`config.mk`:
```
export PLATFORM = sky130hd
export DESIGN_NAME = tick_divider
export DESIGN_NICKNAME = d
export VERILOG_FILES = /design/src/rtl/div_pkg.sv /design/src/rtl/div_shadow.sv /design/src/rtl/tick_divider.sv
export SDC_FILE = /design/constraint.sdc
export NUM_CORES = 1
export LEC_CHECK = 0
export CAP_MARGIN = 20
export CORE_MARGIN = 4
export CORE_UTILIZATION = 40
export CTS_BUF_LIST = sky130_fd_sc_hd__clkbuf_4
export CTS_CLUSTER_SIZE = 8
export DETAILED_ROUTE_END_ITERATION = 12
export DONT_BUFFER_PORTS = 1
export MAX_ROUTING_LAYER = met4
export PLACE_DENSITY = 0.53
export SYNTH_ARGS = -nofsm -noshare
export SYNTH_HDL_FRONTEND = slang
export SYNTH_SLANG_ARGS = --single-unit
```
`constraint.sdc`:
```
create_clock -name clk -period 8.7 [get_ports clk]
set_input_delay 0 -clock clk [delete_from_list [all_inputs] [get_ports clk]]
set_output_delay 0 -clock clk [all_outputs]
set_load 0.005 [all_outputs]
```
`src/rtl/div_pkg.sv`:
```
// Shared constants and divisor helpers for the tick divider.
// Helpers work on 32-bit values, so WIDTH is limited to 32.
package div_pkg;

    localparam int DIV_WIDTH_DEF = 16;
    localparam int DIV_DEFAULT   = 100;

    function automatic logic [31:0] eff_div(input logic [31:0] d);
        return (d == 32'd0) ? 32'd1 : d;
    endfunction

    function automatic logic [32:0] half_up(input logic [31:0] n);
        return ({1'b0, n} + 33'd1) >> 1;
    endfunction

endpackage

```
`src/rtl/div_shadow.sv`:
```
// Active/shadow divisor registers with the pending flag.
// A load becomes active only when the counter signals a period boundary.
module div_shadow
    import div_pkg::*;
#(
    parameter int WIDTH       = DIV_WIDTH_DEF,
    parameter int DEFAULT_DIV = DIV_DEFAULT
) (
    input  logic             clk,
    input  logic             rst,
    input  logic             apply,
    input  logic             div_load,
    input  logic [WIDTH-1:0] div_val,
    output logic [WIDTH-1:0] div_n,
    output logic             pending
);

    logic [WIDTH-1:0] active_q;
    logic [WIDTH-1:0] shadow_q;

    always_ff @(posedge clk) begin
        if (rst) begin
            active_q <= WIDTH'(DEFAULT_DIV);
            shadow_q <= '0;
            pending  <= 1'b0;
        end else if (apply) begin
            // a load arriving at the boundary bypasses the shadow
            if (div_load)
                active_q <= div_val;
            else if (pending)
                active_q <= shadow_q;
            pending <= 1'b0;
        end else if (div_load) begin
            shadow_q <= div_val;
            pending  <= 1'b1;
        end
    end

    assign div_n = WIDTH'(eff_div(32'(active_q)));

endmodule

```
`src/rtl/tick_divider.sv`:
```
// Runtime-loadable clock divider producing tick, clk_out and phase.
// Define TICK_DIVIDER_SYNC_CLR_EN to add the synchronous clr input.
module tick_divider
    import div_pkg::*;
#(
    parameter int WIDTH       = DIV_WIDTH_DEF,
    parameter int DEFAULT_DIV = DIV_DEFAULT
) (
    input  logic             clk,
    input  logic             rst,
    input  logic             en,
    input  logic             div_load,
    input  logic [WIDTH-1:0] div_val,
`ifdef TICK_DIVIDER_SYNC_CLR_EN
    input  logic             clr,
`endif
    output logic             tick,
    output logic             clk_out,
    output logic [WIDTH-1:0] count,
    output logic             pending
);

    logic             clr_i;
    logic [WIDTH-1:0] div_n;
    logic [WIDTH-1:0] count_inc;
    logic [WIDTH:0]   half;
    logic             wrap;
    logic             apply;

`ifdef TICK_DIVIDER_SYNC_CLR_EN
    assign clr_i = clr;
`else
    assign clr_i = 1'b0;
`endif

    assign wrap      = (count == div_n - WIDTH'(1));
    assign count_inc = count + WIDTH'(1);
    assign apply     = clr_i | (en & wrap);
    assign half      = (WIDTH+1)'(half_up(32'(div_n)));

    div_shadow #(
        .WIDTH       (WIDTH),
        .DEFAULT_DIV (DEFAULT_DIV)
    ) u_shadow (
        .clk      (clk),
        .rst      (rst),
        .apply    (apply),
        .div_load (div_load),
        .div_val  (div_val),
        .div_n    (div_n),
        .pending  (pending)
    );

    // on a wrap the next phase is 0, which is always in the high half
    always_ff @(posedge clk) begin
        if (rst || clr_i) begin
            count   <= '0;
            tick    <= 1'b0;
            clk_out <= 1'b1;
        end else if (en) begin
            tick    <= wrap;
            count   <= wrap ? '0 : count_inc;
            clk_out <= wrap | ({1'b0, count_inc} < half);
        end else begin
            tick <= 1'b0;
        end
    end

endmodule

```
==> results.py <==
metrics = {
    "pwr": {
        "clock_power_share": 0.287,
        "swShare": 0.270,
        "p_leak_nw": 1.60,
        "internal-power_uw": 302,
        "p_seq_frac": 0.590,
        "p_switching_uw": 111,
        "vdd_drop_max_v": 0.0000633,
        "p_comb_frac": 0.123,
        "pwr_density_cell_mw_per_mm2": 97.8,
    },
    "timing": {
        "hold_viol": 0,
        "setup_violations": 0,
        "worst_pin_slew_ns": 0.872,
        "post-route-min-period_ns": 4.46,
        "final.period_utilization": 0.512,
        "tns_ns": 0,
        "drv_slew": 0,
        "hold_slack_ns": 0.0309,
        "clock.fmax_mhz": 224,
        "fin_skew_ns": 0.0220,
        "rsz0062_at_grt": "false",
        "slew_headroom": 0.419,
    },
    "clocking": {
        "root_buffer": "clkbuf_4",
        "cts_tree": "done",
        "post_cts.repair.setup_buffers": 0,
        "path_clk_slew_ns": 0.17,
        "cts_sinks": 51,
        "ctsHtreeMaxLevel": 2,
        "cts-buffers-inserted": 5,
        "insertion_delay_ns": 0.39,
        "clock_path_buffers": 2,
    },
    "worst_setup_path": {
        "worst_setup_path_end_kind": "register",
        "reg2reg_from": "u_shadow.active_q[7]",
        "r2r_end": "count[11]",
        "crit_type": "register to register",
        "endpoint": "count[11]",
        "startpoint_type": "register",
        "startpoint": "u_shadow.active_q[7]",
        "regToRegSetupSlack_ns": 4.24,
        "cp_common_cell": "a21oi_1",
        "path_cells": "nor3_1, and3_1, a21oi_1, ha_1, nor3b_2, nand3b_1, xnor2_1, a2111oi_0, nand3_1, o211ai_1, a21oi_1, dlygate4sd3_1",
        "cp_slowest_cell": "a2111oi_0",
        "r2r_cells": 12,
        "critPathArrivalTime_ns": 4.76,
        "worstPathRequired_ns": 9.01,
        "crit_path_max_incr_delay_ns": 0.64,
        "path_max_fanout": 11,
    },
    "synth": {
        "synthTopCellsByCount": "dfxtp_1, nand2b_1, mux2i_1",
        "synth_area_leaders": "dfxtp_1, mux2i_1, nand2b_1, xnor2_1, ha_1",
        "synth_edf_count": 0,
        "syn_area_per_cell_um2": 8.65,
        "synth-seq-area-share": 0.266,
        "synth_flop_cell": "dfxtp_1",
        "synth_top_cell_area_share": 0.266,
        "postSynth.asyncResetShare": 0,
        "yosysWarnings": 0,
        "synth.largest_area_cell": "dfxtp_1",
        "syn_nets": 480,
        "synth.most_common_cell": "dfxtp_1",
        "syn_inst": 443,
        "netlist_area_mm2": 0.00383,
        "ys_seq_elements": 51,
        "netlist-cell-type-count": 55,
    },
    "global_routing": {
        "antenna_found_initial": 0,
        "grt_pass1_vias": 3014,
        "grt-ovfl-total": 0,
        "grt_pass1_wl_mm": 15.0,
        "grt_max_degree": 71,
        "track_usage": 0.168,
    },
    "placed_design": {
        "gp_routability_congestion": 0.836,
        "io_buffers": 0,
        "hpwlAfterDp_mm": 6.44,
    },
    "finish": {
        "nFillCells": 953,
        "final_nets": 482,
        "regArea_mm2": 0.00102,
        "syn_to_final_growth_pct": 10.2,
        "multi_input_area_mm2": 0.00259,
        "drive_gt1_frac": 0.0493,
        "num_antenna_cells": 0,
    },
    "routing": {
        "vias": 3142,
        "first_pass_iters": 5,
        "wl_per_cell_um": 15.7,
        "drtIter0Drc": 142,
        "viasPerCell": 5.46,
        "ant_nets": 0,
        "drc_errors": 0,
        "finalWirelength_mm": 9.05,
    },
    "flow_run": {
        "cap_violations": 0,
    },
    "floorplan": {
        "initial_core_util": 0.413,
        "core_mm2": 0.00928,
        "dieArea_mm2": 0.0112,
        "io_pins": 39,
        "die_w_um": 106,
        "die_h_um": 106,
        "fp-row-count": 35,
    },
    "min_path": {
        "holdPathStages": 2,
        "min_path_type": "input pin to register",
    },
    "run_status": {
        "outcome": "finished, final reports clean",
    },
}
## layout make-up
class | instances | area share
Multi-Input combinational cell | 347 | 0.613
Inverter | 4 | 0.00356
Clock inverter | 3 | 0.00533
Tap cell | 129 | 0.0382
Sequential cell | 51 | 0.242
Timing Repair Buffer | 36 | 0.0889
Clock buffer | 5 | 0.00889
## how the worst min path moves through the flow
stage,from,to
finish,div_load,u_shadow.pending
global placement,rst,count[0]
CTS,div_load,u_shadow.pending
global route,div_load,u_shadow.pending
floorplan,div_val[10],u_shadow.shadow_q[10]
detailed placement,rst,count[9]
## state kept, by name, summed over array words and instances, names as in the netlist
name / count
count: 16
u_shadow.active_q: 16
u_shadow.shadow_q: 16
clk_out: 1
tick: 1
u_shadow.pending: 1
## through the flow
stage                     std cells   util  setup slack [ns]  power, mW  area, µm²
final                           575  0.455              4.24      0.413       4220
after CTS                       575  0.455              4.32      0.421       4220
after global placement          532  0.409              4.45      0.277       3790
after detailed placement        532  0.409              4.38      0.278       3790
after floorplan                 443      -              5.28      0.279       3830
after global routing            575  0.455              3.87      0.435       4220
## cell usage in the layout, fill, tap and decap left out, types with 2 or more instances in the layout
master	n
a211oi_1	21
a21o_1	5
a21oi_1	14
a31oi_1	13
and2_1	9
and3_1	13
and4_1	4
clkbuf_4	5
dfxtp_1	51
dlygate4sd3_1	34
ha_1	17
inv_1	4
inv_6	2
mux2i_1	34
nand2_1	14
nand2b_1	46
nand3_1	16
nand3b_1	2
nand4_1	7
nand4b_1	2
nor2_1	14
nor2b_1	7
nor3_1	2
nor3b_1	4
nor4_2	3
nor4bb_1	2
o211ai_1	8
o21a_1	3
o21ai_0	8
o22ai_1	3
or2_2	2
or3_1	2
or3b_1	2
or4_1	3
xnor2_1	26
xor2_1	24
## power groups by stage
stage	Clock, mW	Sequential, mW	Combinational [mW]
after floorplan	0	0.247	0.0317
after global placement	0	0.249	0.0282
after detailed placement	0	0.249	0.0288
after CTS	0.126	0.244	0.0511
after global routing	0.134	0.245	0.0561
final	0.119	0.244	0.0507
## logic make-up (layout without fill, tap and decap cells)
group,count (synthesis),after routing,synth area share
multiplexers,34,34,0.0888
flip-flops,51,51,0.266
XOR/XNOR,50,50,0.114
buffers and inverters,45,48,0.0575
adder cells (fa/ha/maj),17,17,0.0555
AND/OR/NAND/NOR,159,159,0.258
AO/OA/AOI/OAI,87,87,0.160
## worst max-delay path: cells and delay by family, from the launching register on
| family | cells | cell delay, ns |
|---|---|---|
| DFF | 1 | 0.60 |
| and+or+nand+nor | 5 | 1.56 |
| buffers and inverters | 1 | 0.55 |
| adders and majority gates | 1 | 0.20 |
| xor gates and xnor gates | 1 | 0.17 |
| AOI/OAI and AO/OA | 4 | 1.29 |
## per-layer routing
metal  part of all wire  vias to the layer above  track usage  routed length (µm)
met5                  0                        -            -                   0
met1               0.48                     1487        0.223                4340
met2               0.47                       56        0.265                4210
met4              0.014                        0       0.0426                 130
li1                   -                     1590            -                   -
met3              0.041                        9       0.0276                 367
## timing repair
item                      CTS  global route
hold endpoints to repair   50             0
resized for setup           0             0
hold buffers               35             0
(Power assumes the default switching activity.)
